<file path="src/rtl/dmem_arbiter_pkg.sv">
`default_nettype none
// ============================================================================
// Module   : dmem_arbiter_pkg
// Brief    : Shared state encoding and default sizing for the dmem arbiter.
// Revision : 1.0
// ============================================================================
package dmem_arbiter_pkg;

    typedef enum logic [0:0] {
        ST_CPU_PRI    = 1'b0,
        ST_PERIPH_PRI = 1'b1
    } arb_state_t;

    localparam int c_ADDR_W_DEFAULT       = 12;
    localparam int c_DATA_W_DEFAULT       = 32;
    localparam int c_STARVE_LIMIT_DEFAULT = 4;
    localparam int c_CNT_W_DEFAULT        = 3;

endpackage
`default_nettype wire

</file>
<file path="src/rtl/dmem_arbiter_if.sv">
`default_nettype none
// ============================================================================
// Module   : dmem_arbiter_if
// Brief    : CPU memory-stage, peripheral and dmem-macro signals of the arbiter.
// Revision : 1.0
// ============================================================================
interface dmem_arbiter_if #(
    parameter int ADDR_W = 12,
    parameter int DATA_W = 32
);
    logic [ADDR_W-1:0] cpu_addr;
    logic [DATA_W-1:0] cpu_data;
    logic              cpu_wren;
    logic              cpu_rden;
    logic              cpu_stall;
    logic [DATA_W-1:0] cpu_q;

    logic              periph_req;
    logic              periph_wren;
    logic [ADDR_W-1:0] periph_addr;
    logic [DATA_W-1:0] periph_data;
    logic              periph_grant;
    logic              periph_rvalid;
    logic [DATA_W-1:0] periph_rdata;

    logic [ADDR_W-1:0] address_dmem;
    logic [DATA_W-1:0] data;
    logic              wren;
    logic [DATA_W-1:0] q_dmem;

    // Arbiter side
    modport slave (
        input  cpu_addr, cpu_data, cpu_wren, cpu_rden,
        input  periph_req, periph_wren, periph_addr, periph_data,
        input  q_dmem,
        output cpu_stall, cpu_q,
        output periph_grant, periph_rvalid, periph_rdata,
        output address_dmem, data, wren
    );

    // System side: pipeline, peripheral and memory macro
    modport master (
        output cpu_addr, cpu_data, cpu_wren, cpu_rden,
        output periph_req, periph_wren, periph_addr, periph_data,
        output q_dmem,
        input  cpu_stall, cpu_q,
        input  periph_grant, periph_rvalid, periph_rdata,
        input  address_dmem, data, wren
    );
endinterface
`default_nettype wire

</file>
<file path="src/rtl/dmem_arbiter_starve_counter.sv">
`default_nettype none
// ============================================================================
// Module   : dmem_arbiter_starve_counter
// Brief    : Counts consecutive denied peripheral cycles; hit on the LIMIT-th.
// Revision : 1.0
// ============================================================================
module dmem_arbiter_starve_counter #(
    parameter int CNT_W = 3,
    parameter int LIMIT = 4
) (
    input  wire logic clock,
    input  wire logic reset,
    input  wire logic i_inc,
    input  wire logic i_clr,
    output logic      o_hit
);
    localparam logic [CNT_W-1:0] c_LAST = CNT_W'(LIMIT - 1);

    logic [CNT_W-1:0] r_cnt;

    // The limit is reached on the increment itself, so the counter restarts
    // instead of storing LIMIT; it can never wrap.
    assign o_hit = i_inc && (r_cnt >= c_LAST);

    always_ff @(posedge clock or posedge reset) begin
        if (reset) begin
            r_cnt <= '0;
        end else if (i_clr || o_hit) begin
            r_cnt <= '0;
        end else if (i_inc) begin
            r_cnt <= r_cnt + 1'b1;
        end
    end
endmodule
`default_nettype wire

</file>
<file path="src/rtl/dmem_arbiter.sv">
`default_nettype none
// ============================================================================
// Module   : dmem_arbiter
// Brief    : Shares single-port dmem between CPU memory stage and a peripheral.
// Revision : 1.0
// ============================================================================
module dmem_arbiter
    import dmem_arbiter_pkg::*;
#(
    parameter int ADDR_W       = c_ADDR_W_DEFAULT,
    parameter int DATA_W       = c_DATA_W_DEFAULT,
    parameter int STARVE_LIMIT = c_STARVE_LIMIT_DEFAULT,
    parameter int CNT_W        = c_CNT_W_DEFAULT
) (
    input  wire logic clock,
    input  wire logic reset,
    dmem_arbiter_if.slave bus
);
    arb_state_t        r_state;
    logic              r_rd_owner_periph;
    logic [DATA_W-1:0] r_periph_rdata;

    logic              w_cpu_access;
    logic              w_periph_grant;
    logic              w_inc;
    logic              w_clr;
    logic              w_hit;
    logic [ADDR_W-1:0] w_addr;
    logic [DATA_W-1:0] w_data;

    assign w_cpu_access   = bus.cpu_wren | bus.cpu_rden;
    assign w_periph_grant = bus.periph_req &
                            ((r_state == ST_PERIPH_PRI) | ~w_cpu_access);

    assign w_inc = bus.periph_req & ~w_periph_grant;
    assign w_clr = ~bus.periph_req | w_periph_grant;

    dmem_arbiter_starve_counter #(
        .CNT_W (CNT_W),
        .LIMIT (STARVE_LIMIT)
    ) u_starve_counter (
        .clock (clock),
        .reset (reset),
        .i_inc (w_inc),
        .i_clr (w_clr),
        .o_hit (w_hit)
    );

    // A forced peripheral slot lasts one cycle whether or not it was used.
    always_ff @(posedge clock or posedge reset) begin
        if (reset) begin
            r_state <= ST_CPU_PRI;
        end else if (r_state == ST_PERIPH_PRI) begin
            r_state <= ST_CPU_PRI;
        end else if (w_hit) begin
            r_state <= ST_PERIPH_PRI;
        end
    end

    always_ff @(posedge clock or posedge reset) begin
        if (reset) begin
            r_rd_owner_periph <= 1'b0;
            r_periph_rdata    <= '0;
        end else begin
            r_rd_owner_periph <= w_periph_grant & ~bus.periph_wren;
            if (r_rd_owner_periph) begin
                r_periph_rdata <= bus.q_dmem;
            end
        end
    end

    assign w_addr = w_periph_grant ? bus.periph_addr : bus.cpu_addr;
    assign w_data = w_periph_grant ? bus.periph_data : bus.cpu_data;

    assign bus.address_dmem = w_addr;
    assign bus.data         = w_data;
    assign bus.wren         = w_periph_grant ? bus.periph_wren : bus.cpu_wren;

    assign bus.cpu_stall    = w_cpu_access & w_periph_grant;
    assign bus.cpu_q        = bus.q_dmem;
    assign bus.periph_grant = w_periph_grant;

    // Return data is live from dmem in the rvalid cycle, then held.
    assign bus.periph_rvalid = r_rd_owner_periph;
    assign bus.periph_rdata  = r_rd_owner_periph ? bus.q_dmem : r_periph_rdata;
endmodule
`default_nettype wire

</file>
<file path="src/flat_wrapper.sv">
// flat-port wrapper written by rule: the top's interface ports become plain ports
module dmem_arbiter_flat import dmem_arbiter_pkg::*;
#(
    parameter int ADDR_W       = c_ADDR_W_DEFAULT,
    parameter int DATA_W       = c_DATA_W_DEFAULT,
    parameter int STARVE_LIMIT = c_STARVE_LIMIT_DEFAULT,
    parameter int CNT_W        = c_CNT_W_DEFAULT
)
  (clock, reset, bus_cpu_addr, bus_cpu_data, bus_cpu_wren, bus_cpu_rden, bus_periph_req, bus_periph_wren, bus_periph_addr, bus_periph_data, bus_q_dmem, bus_cpu_stall, bus_cpu_q, bus_periph_grant, bus_periph_rvalid, bus_periph_rdata, bus_address_dmem, bus_data, bus_wren);
  dmem_arbiter_if #(.ADDR_W(ADDR_W), .DATA_W(DATA_W)) bus_i ();
  input  wire logic clock;
  input  wire logic reset;
  input wire logic [$bits(bus_i.cpu_addr)-1:0] bus_cpu_addr;
  input wire logic [$bits(bus_i.cpu_data)-1:0] bus_cpu_data;
  input wire logic [$bits(bus_i.cpu_wren)-1:0] bus_cpu_wren;
  input wire logic [$bits(bus_i.cpu_rden)-1:0] bus_cpu_rden;
  input wire logic [$bits(bus_i.periph_req)-1:0] bus_periph_req;
  input wire logic [$bits(bus_i.periph_wren)-1:0] bus_periph_wren;
  input wire logic [$bits(bus_i.periph_addr)-1:0] bus_periph_addr;
  input wire logic [$bits(bus_i.periph_data)-1:0] bus_periph_data;
  input wire logic [$bits(bus_i.q_dmem)-1:0] bus_q_dmem;
  output wire logic [$bits(bus_i.cpu_stall)-1:0] bus_cpu_stall;
  output wire logic [$bits(bus_i.cpu_q)-1:0] bus_cpu_q;
  output wire logic [$bits(bus_i.periph_grant)-1:0] bus_periph_grant;
  output wire logic [$bits(bus_i.periph_rvalid)-1:0] bus_periph_rvalid;
  output wire logic [$bits(bus_i.periph_rdata)-1:0] bus_periph_rdata;
  output wire logic [$bits(bus_i.address_dmem)-1:0] bus_address_dmem;
  output wire logic [$bits(bus_i.data)-1:0] bus_data;
  output wire logic [$bits(bus_i.wren)-1:0] bus_wren;
  assign bus_i.cpu_addr = bus_cpu_addr;
  assign bus_i.cpu_data = bus_cpu_data;
  assign bus_i.cpu_wren = bus_cpu_wren;
  assign bus_i.cpu_rden = bus_cpu_rden;
  assign bus_i.periph_req = bus_periph_req;
  assign bus_i.periph_wren = bus_periph_wren;
  assign bus_i.periph_addr = bus_periph_addr;
  assign bus_i.periph_data = bus_periph_data;
  assign bus_i.q_dmem = bus_q_dmem;
  assign bus_cpu_stall = bus_i.cpu_stall;
  assign bus_cpu_q = bus_i.cpu_q;
  assign bus_periph_grant = bus_i.periph_grant;
  assign bus_periph_rvalid = bus_i.periph_rvalid;
  assign bus_periph_rdata = bus_i.periph_rdata;
  assign bus_address_dmem = bus_i.address_dmem;
  assign bus_data = bus_i.data;
  assign bus_wren = bus_i.wren;
  dmem_arbiter #(.ADDR_W(ADDR_W), .DATA_W(DATA_W), .STARVE_LIMIT(STARVE_LIMIT), .CNT_W(CNT_W)) u_core (.clock(clock), .reset(reset), .bus(bus_i));
endmodule
</file>
<file path="config.mk">
export PLATFORM = sky130hd
export DESIGN_NAME = dmem_arbiter_flat
export DESIGN_NICKNAME = d
export VERILOG_FILES = /design/src/rtl/dmem_arbiter_pkg.sv /design/src/rtl/dmem_arbiter_if.sv /design/src/rtl/dmem_arbiter_starve_counter.sv /design/src/rtl/dmem_arbiter.sv /design/src/flat_wrapper.sv
export SDC_FILE = /design/constraint.sdc
export NUM_CORES = 1
export LEC_CHECK = 0
export CORE_MARGIN = 4
export CORE_UTILIZATION = 27
export DETAILED_ROUTE_END_ITERATION = 16
export GPL_TIMING_DRIVEN = 1
export PLACE_DENSITY_LB_ADDON = 0.1
export SLEW_MARGIN = 20
export SYNTH_ARGS = -nofsm -noshare
export SYNTH_HDL_FRONTEND = slang
export SYNTH_SLANG_ARGS = --single-unit
</file>
<file path="constraint.sdc">
create_clock -name clock -period 1.8 [get_ports clock]
set_clock_uncertainty 0.2 [all_clocks]
set_input_delay 0.36 -clock clock [delete_from_list [all_inputs] [get_ports clock]]
set_output_delay 0.36 -clock clock [all_outputs]
set_load 0.01 [all_outputs]
</file>
==> results by group <==
Clock network
  – CTS sink cnt: 37
  – CTS max path bufs: 2
  – Worst-Skew Late Latency: 0.28 ns
  – Htree depth: 2
  – CTS root buf: clkbuf_8
  – TritonCTS clock tree: yes
  – Post-CTS Hold Fix Bufs: 0
  – Clk pin slew, worst setup/hold paths: 0.07 ns
  – TritonCTS buffer count: 5

Finish
  – Diode count: 0
  – Fin cells: 533
  – Final core utilization: 65.4%
  – Leading cell type in the layout, fill and taps excluded: clkdlybuf4s50_1
  – Layout cells sized above 1: 51.2%
  – Syn-to-layout area delta: 131%
  – Final #Nets: 555
  – Commonest non-fill, non-tap cells in the layout: clkdlybuf4s50_1 (122), buf_6 (98), mux2_4 (73), dfrtp_1 (36), dlygate4sd2_1 (35)

Timing
  – Tmin final: 2.19 ns
  – Final worst setup slack: -0.393 ns
  – Part of the cycle the worst path needs: 122%
  – Worst slew margin: 75.5%
  – Final Max Slew Viols: 0
  – Final hold vios: 0
  – RSZ-0062 raised after global routing: yes
  – FMAX: 0.456 GHz
  – Worst hold margin: 0.174 ns
  – Final Setup Violations: 78
  – Actual slew at the worst max-slew pin: 0.368 ns

Hold path
  – Min-delay worst type: in2async

Route
  – # DRC: 0
  – Drt pass-1 iters: 4
  – Vias/cell: 4.33
  – Wire length per cell: 19.0 um
  – Routed WL: 10100 um
  – DRT iter0 DRCs: 27
  – Via Count: 2308
  – Antenna Nets Post-Route: 0

Floorplanning
  – Die height: 102 um
  – Die area: 10400 sq um
  – Die Width: 102 um
  – Rows: 33
  – Core Area: 8380 sq um
  – Initial Util: 28.3%
  – Io pins: 238

Flow run
  – Max Cap Viol: 0

Place
  – Post-Place Worst Slack: -1.02 ns
  – Placer Congestion: 0.788
  – Port Buffers: 237
  – Final HPWL DP: 7640 um
  – Placed cells: 491

Yosys
  – Net Count, Synth: 302
  – Sequential area share after synthesis: 39.0%
  – Syn avg cell area: 13.7 sq um
  – Yosys top cell by area: dfrtp_1
  – Post-synth top area share: 39.0%
  – Synthesis-stage register bit count: 37
  – Synthesis warning total: 0
  – Post-synthesis cell type count: 19
  – Synth Cell Area: 2380 sq um
  – Mapped Cells: 174
  – Top cells by area, synth: dfrtp_1 (39%), mux2_4 (24%), mux2_2 (17%)

Global route
  – GRT overflow: 0
  – Largest net degree at the start of global routing: 29
  – Number of global-route vias before repair: 2558
  – Initial antenna violation count: 0
  – Global-route usage over all layers: 17.9%
  – Global-route wire length before repair: 14200 um

Power and ir drop
  – Design Power: 3.74 mW
  – Switching share of power: 27.1%
  – Int Power: 2.73 mW
  – Flop pwr share: 29.1%
  – Clock share of power: 19.2%
  – Comb pwr share: 51.7%
  – Worst VDD drop: 0.632 mV
  – PwrDens: 683 nW/um^2
  – Sw power: 1.01 mW
  – Leak: 2.67 nW

Critical path
  – Max FO, Critical Path: 5
  – Worst path max stage delay: 0.30 ns
  – Crit path launch type: input port
  – Path depth of the worst reg2reg path: 6
  – Crit path top cell by count: buf_6
  – CP cell instances: dlygate4sd2_1, nor2_4, o21ai_4, buf_6, buf_8, mux2_4, buf_6
  – CP top delay family: buffers and inverters
  – Setup crit end kind: primary output
  – CP arrival: 1.63 ns
  – Crit Path Class: in2out
  – CP Buf/Inv Count: 4
  – Worst path slowest cell: mux2_4
  – WP depth: 7
  – Required time worst endpoint: 1.24 ns

Outcome
  – Failing checks: negative setup slack
  – Status: complete, but fails checks
==> stage by stage <==
| step | instance area [sq um] | setup TNS [ns] |
|---|---|---|
| global route | 5490 | -27.61 |
| CTS | 5470 | -28.03 |
| global placement | 4720 | -59.07 |
| floorplan | 2380 | -0.195 |
| detailed placement | 4720 | -59.41 |
| finish | 5490 | -23.73 |
==> final cells by class <==
cell class	instances	area, sq um
inverter	4	15.0
timing repair buffer	286	3040
clock buffer	6	72.6
clock inverter	2	38.8
fill	672	2900
tap	105	131
sequential	37	927
multi-input combinational	93	1260
==> power by group through the flow <==
| stage | clock network (mW) | registers, mW | logic, mW |
|---|---|---|---|
| after CTS | 0.740 | 1.08 | 1.91 |
| after global routing | 0.780 | 1.11 | 2.06 |
| after floorplan | 0 | 1.08 | 0.668 |
| after global placement | 0 | 1.09 | 1.60 |
| after detailed placement | 0 | 1.10 | 1.62 |
| final | 0.718 | 1.09 | 1.94 |
==> worst reg2reg max path: stages (launching register included) <==
cell and delay (ns):
dfrtp_2 0.44, buf_6 0.15, buf_16 0.14, buf_6 0.11, mux2_4 0.30, buf_4 0.13, buf_4 0.12
==> kinds of logic (layout without fill, tap and decap cells) <==
group                    count (synthesis)  after routing  share of synthesized area [%]
multiplexers                            76             76                           42.0
buffers and inverters                   44            298                           14.1
flip-flops                              37             37                           39.0
AND/OR/NAND/NOR                         11             11                           2.05
AO/OA/AOI/OAI                            4              4                           1.84
adder cells (fa/ha/maj)                  2              2                           1.05
==> registers in the layout, summed over array words and instances (netlist names) <==
register	flops
u_core.u_starve_counter.r_cnt	3
u_core.r_periph_rdata	32
u_core.bus.periph_rvalid	1
u_core.r_state	1
==> synth_stat cells <==
cell	count
buf_2	3
nor2_1	6
inv_1	4
ha_1	2
nand3_1	1
nand2_1	2
buf_8	4
or2b_1	1
a211oi_1	1
buf_4	32
nor2_2	1
mux2_2	36
dfrtp_1	37
mux2_4	38
o21ai_4	1
clkbuf_1	1
a32o_1	1
o21ba_2	1
mux2_1	2
==> what timing repair did <==
item                       CTS  global route
setup endpoints to repair  112            80
cloned                       8             0
resized for setup          498            32
buffers inserted            25             9
pin swaps                    2             1
==> worst paths after layout <==
check	endpoint	startpoint	slack, ns
setup / recovery	bus_data[31]	bus_cpu_rden	-0.39
hold / removal	u_core.r_periph_rdata[3]$_DFF_PP0_	reset	0.17
setup reg to reg	u_core.r_periph_rdata[8]$_DFF_PP0_	u_core.bus.periph_rvalid$_DFF_PP0_	0.13
hold reg to reg	u_core.u_starve_counter.r_cnt[0]$_DFFE_PP0P_	u_core.u_starve_counter.r_cnt[0]$_DFFE_PP0P_	0.27
max in group asynchronous	u_core.bus.periph_rvalid$_DFF_PP0_	reset	0.83
min in group clock	u_core.u_starve_counter.r_cnt[0]$_DFFE_PP0P_	u_core.u_starve_counter.r_cnt[0]$_DFFE_PP0P_	0.27
==> per-layer routing <==
layer,global-route usage [%],part of all wire (%),vias up
li1,-,-,1086
met1,18.9,35,1071
met2,33.6,53,132
met3,5.46,9.3,19
met4,6.05,3.3,0
met5,0,0,-
Power figures use the tool's default switching activity.
